==> src/rtl/rr_line_encoder_pkg.sv <==
// Shared constants and output field layout for the round-robin line encoder.
// io_in carries clock, reset and request lines; io_out is one packed register.
package rr_line_encoder_pkg;

    localparam int NUM_LINES = 6;
    localparam int CODE_W    = 3;
    localparam int COUNT_W   = 3;

    // io_in bit positions
    localparam int CLK_BIT = 0;
    localparam int RST_BIT = 1;
    localparam int REQ_LSB = 2;

    // io_out bit positions
    localparam int CODE_LSB  = 0;
    localparam int VALID_BIT = 3;
    localparam int MULTI_BIT = 4;
    localparam int COUNT_LSB = 5;

    typedef struct packed {
        logic [COUNT_W-1:0] count;
        logic               multi;
        logic               valid;
        logic [CODE_W-1:0]  code;
    } out_fields_t;

endpackage

==> src/rtl/rr_line_encoder_rr_pick.sv <==
// Combinational round-robin picker: first set pending bit at or after ptr,
// wrapping from the last line back to line 0.
module rr_pick #(
    parameter int NUM_LINES = rr_line_encoder_pkg::NUM_LINES,
    parameter int CODE_W    = rr_line_encoder_pkg::CODE_W
) (
    input  logic [NUM_LINES-1:0] pending,
    input  logic [CODE_W-1:0]    ptr,
    output logic                 found,
    output logic [CODE_W-1:0]    index,
    output logic [NUM_LINES-1:0] onehot
);

    always_comb begin
        int idx;
        found  = 1'b0;
        index  = '0;
        onehot = '0;
        idx    = 0;
        for (int k = 0; k < NUM_LINES; k++) begin
            idx = (int'(ptr) + k) % NUM_LINES;
            if (!found && pending[idx]) begin
                found       = 1'b1;
                index       = CODE_W'(idx);
                onehot[idx] = 1'b1;
            end
        end
    end

endmodule

==> src/rtl/rr_line_encoder.sv <==
// Edge-detecting round-robin encoder: each 0->1 request edge is queued and
// later reported once as its line number, one event per clock.
module rr_line_encoder #(
    parameter int NUM_LINES = rr_line_encoder_pkg::NUM_LINES,
    parameter int CODE_W    = rr_line_encoder_pkg::CODE_W
) (
    input  logic [7:0] io_in,
    output logic [7:0] io_out
);

    import rr_line_encoder_pkg::*;

    logic                 clk;
    logic                 rst;
    logic [NUM_LINES-1:0] req_q;
    logic [NUM_LINES-1:0] req_prev;
    logic [NUM_LINES-1:0] rise;
    logic [NUM_LINES-1:0] pending;
    logic [NUM_LINES-1:0] onehot;
    logic [NUM_LINES-1:0] grant_onehot;
    logic [CODE_W-1:0]    ptr;
    logic [CODE_W-1:0]    index;
    logic                 found;
    logic [COUNT_W-1:0]   pend_cnt;
    out_fields_t          out_p2;

    function automatic logic [COUNT_W-1:0] popcount(input logic [NUM_LINES-1:0] v);
        logic [COUNT_W-1:0] c;
        c = '0;
        for (int i = 0; i < NUM_LINES; i++) begin
            c = c + COUNT_W'(v[i]);
        end
        return c;
    endfunction

    function automatic logic [CODE_W-1:0] next_ptr(input logic [CODE_W-1:0] idx);
        return (idx == CODE_W'(NUM_LINES - 1)) ? '0 : idx + 1'b1;
    endfunction

    assign clk          = io_in[CLK_BIT];
    assign rst          = io_in[RST_BIT];
    assign rise         = req_q & ~req_prev;
    assign grant_onehot = found ? onehot : '0;
    assign pend_cnt     = popcount(pending);

    rr_pick #(
        .NUM_LINES (NUM_LINES),
        .CODE_W    (CODE_W)
    ) u_rr_pick (
        .pending (pending),
        .ptr     (ptr),
        .found   (found),
        .index   (index),
        .onehot  (onehot)
    );

    // Stage p0/p1: request sampling and edge history; pending queue; p2: output register
    always_ff @(posedge clk) begin
        if (rst) begin
            req_q    <= '0;
            req_prev <= '0;
            pending  <= '0;
            ptr      <= '0;
            out_p2   <= '0;
        end else begin
            req_q    <= io_in[REQ_LSB +: NUM_LINES];
            req_prev <= req_q;
            // A fresh rise on the granted bit wins over its clear, so no event is lost
            pending  <= (pending & ~grant_onehot) | rise;
            if (found) begin
                ptr          <= next_ptr(index);
                out_p2.code  <= index;
                out_p2.valid <= 1'b1;
                out_p2.multi <= (pend_cnt > COUNT_W'(1));
                out_p2.count <= pend_cnt;
            end else begin
                out_p2 <= '0;
            end
        end
    end

    assign io_out = out_p2;

endmodule

==> config.mk <==
export PLATFORM = sky130hd
export DESIGN_NAME = rr_line_encoder
export DESIGN_NICKNAME = d
export VERILOG_FILES = /design/src/rtl/rr_line_encoder_pkg.sv /design/src/rtl/rr_line_encoder_rr_pick.sv /design/src/rtl/rr_line_encoder.sv
export SDC_FILE = /design/constraint.sdc
export NUM_CORES = 1
export LEC_CHECK = 0
export CAP_MARGIN = 40
export CORE_ASPECT_RATIO = 1.2
export CORE_MARGIN = 10
export CORE_UTILIZATION = 34
export CTS_CLUSTER_SIZE = 12
export DETAILED_ROUTE_END_ITERATION = 10
export DONT_BUFFER_PORTS = 1
export GPL_ROUTABILITY_DRIVEN = 0
export MAX_ROUTING_LAYER = met4
export PLACE_DENSITY = 0.51
export SLEW_MARGIN = 25
export SYNTH_ARGS = -nofsm -noshare
export SYNTH_HDL_FRONTEND = slang
export SYNTH_SLANG_ARGS = --single-unit
==> constraint.sdc <==
create_clock -name io_in -period 8.9 [get_ports io_in]
set_clock_uncertainty 0.15 [all_clocks]
set_input_delay 1.78 -clock io_in [delete_from_list [all_inputs] [get_ports io_in]]
set_output_delay 1.78 -clock io_in [all_outputs]
set_load 0.02 [all_outputs]
==> qor.yml <==
outcome: "complete, but fails checks"
violations: "hold timing"
synthXorXnorAreaFrac_pct: 2.47
holdWs_ns: -0.296
start_kind: "clock port"
synthCells: 337
num_antenna_cells: 0
hold_viol: 6
fin_cells: 476
synth_ff_type: "dfxtp_1"
synthArstFlopShare_pct: 0
critPathKind: "clock port to flip-flop"
muxShareOfSynthArea_pct: 7.35
overflow: 0
hold_buffers: 0
fin_tns_setup_ns: 0
layout.nets: 402
grt_pass1_wl_um: 14100
cts_tree: "built"
n_fill_cell: 712
max_cap_violations: 0
synth.distinct_cells: 71
ios: 16
path_cells: "clkbuf_8, clkbuf_8, clkbuf_8, clkinv_1, and2_1, o211a_1, a221o_1"
grt_pass1_vias: 3067
grt_max_degree: 33
critPathTopFamily: "buffers and inverters"
die_w_um: 102
numPortBuffers: 0
path_clk_slew_ns: 0.06
vias: 2805
dp_cells: 412
critPathArrivalTime_ns: 5.51
yosysSeqAreaShare_pct: 21.2
yosys_warnings: 0
irDropWorstVdd_v: 0.000296
synth_compound_area_share_pct: 24.6
synth_fp_nets: 367
core-area_um2: 7750
wire_per_inst_um: 18.0
synthAdderAreaFrac_pct: 10.9
clock_latency_ns: 0.29
hpwl_um: 5770
cpPeakStageDelay_ns: 0.32
powerDensity_nw_per_um2: 277
path_buf_inv: 4
initial_utilization_pct: 35.4
rsz0062_at_grt: "no"
syn_area_um2: 2740
min_path_type: "clock port to flip-flop"
relSlewSlack_pct: 62.5
cts_post_setup_buffers_inserted: 0
drive_gt1_share_pct: 20.1
die_h_um: 118
antenna_found_initial: 0
synth_top_family_by_area: "simple AND/OR/NAND/NOR gates"
synth_edf_count: 0
layout_common_cells: "37 x clkbuf_8, 29 x dfxtp_1, 23 x inv_1"
syn_area_per_cell_um2: 8.13
syn2layout_area_growth_pct: 29.1
fp-row-count: 35
crit_required_ns: 8.97
wl_um: 8580
crit_top_cell: "clkbuf_8"
drtIter0Drc: 202
cts_resized: 0
die-area_um2: 12100
synth-simple-area-share_pct: 25.8
drcViolationCount: 0
drv_slew: 0
leakagePower_uw: 0.00140
setup_viol: 0
grt_usage_pct: 15.6
critPathMaxFanout: 6
antenna_left: 0
layout_commonest_cell: "clkbuf_8"
worst_pin_slew_ns: 0.563
crit_path_end_kind: "flip-flop"
critPathSlowestCell: "and2_1"
ys_ff_latch: 29
drt-vias-per-instance: 5.89
drt-pass1-iter-count: 7
==> logic make-up (layout without fill, tap and decap cells) <==
logic type | after synthesis | in the layout
compound gates | 91 | 91
xor+xnor | 6 | 6
fa+ha+maj | 22 | 22
buf+inv | 48 | 95
flops | 29 | 29
mux | 18 | 18
simple gates | 123 | 123
==> final cells by class <==
class | count | area (µm²) | share of cell area [%]
multi-input cells | 260 | 1950 | 55.1
flip-flops and latches | 29 | 581 | 16.4
inverters | 29 | 109 | 3.08
clock inverters | 13 | 115 | 3.25
repair buffers | 2 | 18.8 | 0.531
clock buffers | 51 | 651 | 18.4
well taps | 92 | 115 | 3.25
==> layer usage <==
metal / global-route usage [%] / wire, µm / vias up
met5: - / 0 / -
met3: 9.79 / 551 / 22
met1: 14.3 / 3400 / 1340
li1: - / - / 1330
met4: 13.8 / 221 / 0
met2: 22.1 / 4420 / 113
==> metrics by stage <==
step / hold slack [ns] / instance area [µm²] / total power [µW] / setup WS [ns] / utilization [%]
2_1_floorplan: -0.0740 / 2740 / 236 / 3.64 / -
3_3_place_gp: -0.0809 / 2760 / 222 / 3.73 / 35.7
3_5_place_dp: -0.0809 / 2760 / 222 / 3.73 / 35.7
4_1_cts: -0.307 / 3530 / 997 / 3.52 / 45.5
5_1_grt: -0.311 / 3540 / 1050 / 3.37 / 45.6
6_report: -0.296 / 3540 / 979 / 3.46 / 45.6
==> state kept, by name, indices dropped and copies added (netlist names) <==
register	flops
io_out	8
req_q	6
pending	6
ptr	3
req_prev	6
==> final timing paths <==
check,depth (start not counted),endpoint,slack (ns),startpoint
min reg2reg,2,pending[5]$_SDFF_PP0_,0.33,req_prev[5]$_SDFF_PP0_
min,1,req_q[1]$_SDFF_PP0_,-0.30,io_in[3]
max reg2reg,16,ptr[1]$_SDFFE_PP0P_,3.88,ptr[0]$_SDFFE_PP0P_
max,7,ptr[1]$_SDFFE_PP0P_,3.46,io_in[1]
==> report_power, final <==
| part | switching [µW] | total (µW) | internal (µW) |
|---|---|---|---|
| sequential | 0 | 145 | 145 |
| combinational | 0 | 0.000670 | 0 |
| clock | 267 | 834 | 567 |
| total | 267 | 979 | 712 |
==> cell usage after synthesis (8+ instances only) <==
master / instances / area (µm²)
nand3_1: 12 / 60.1
nor3_1: 8 / 40.0
nor2b_1: 13 / 81.3
nand4_1: 9 / 56.3
a21oi_1: 17 / 85.1
nand2_1: 17 / 63.8
nor2_1: 21 / 78.8
ha_1: 19 / 238
dfxtp_1: 29 / 581
mux2i_1: 10 / 100
inv_1: 23 / 86.3
clkbuf_1: 8 / 30.0
o21ai_0: 12 / 60.1
(Power assumes the default switching activity.)
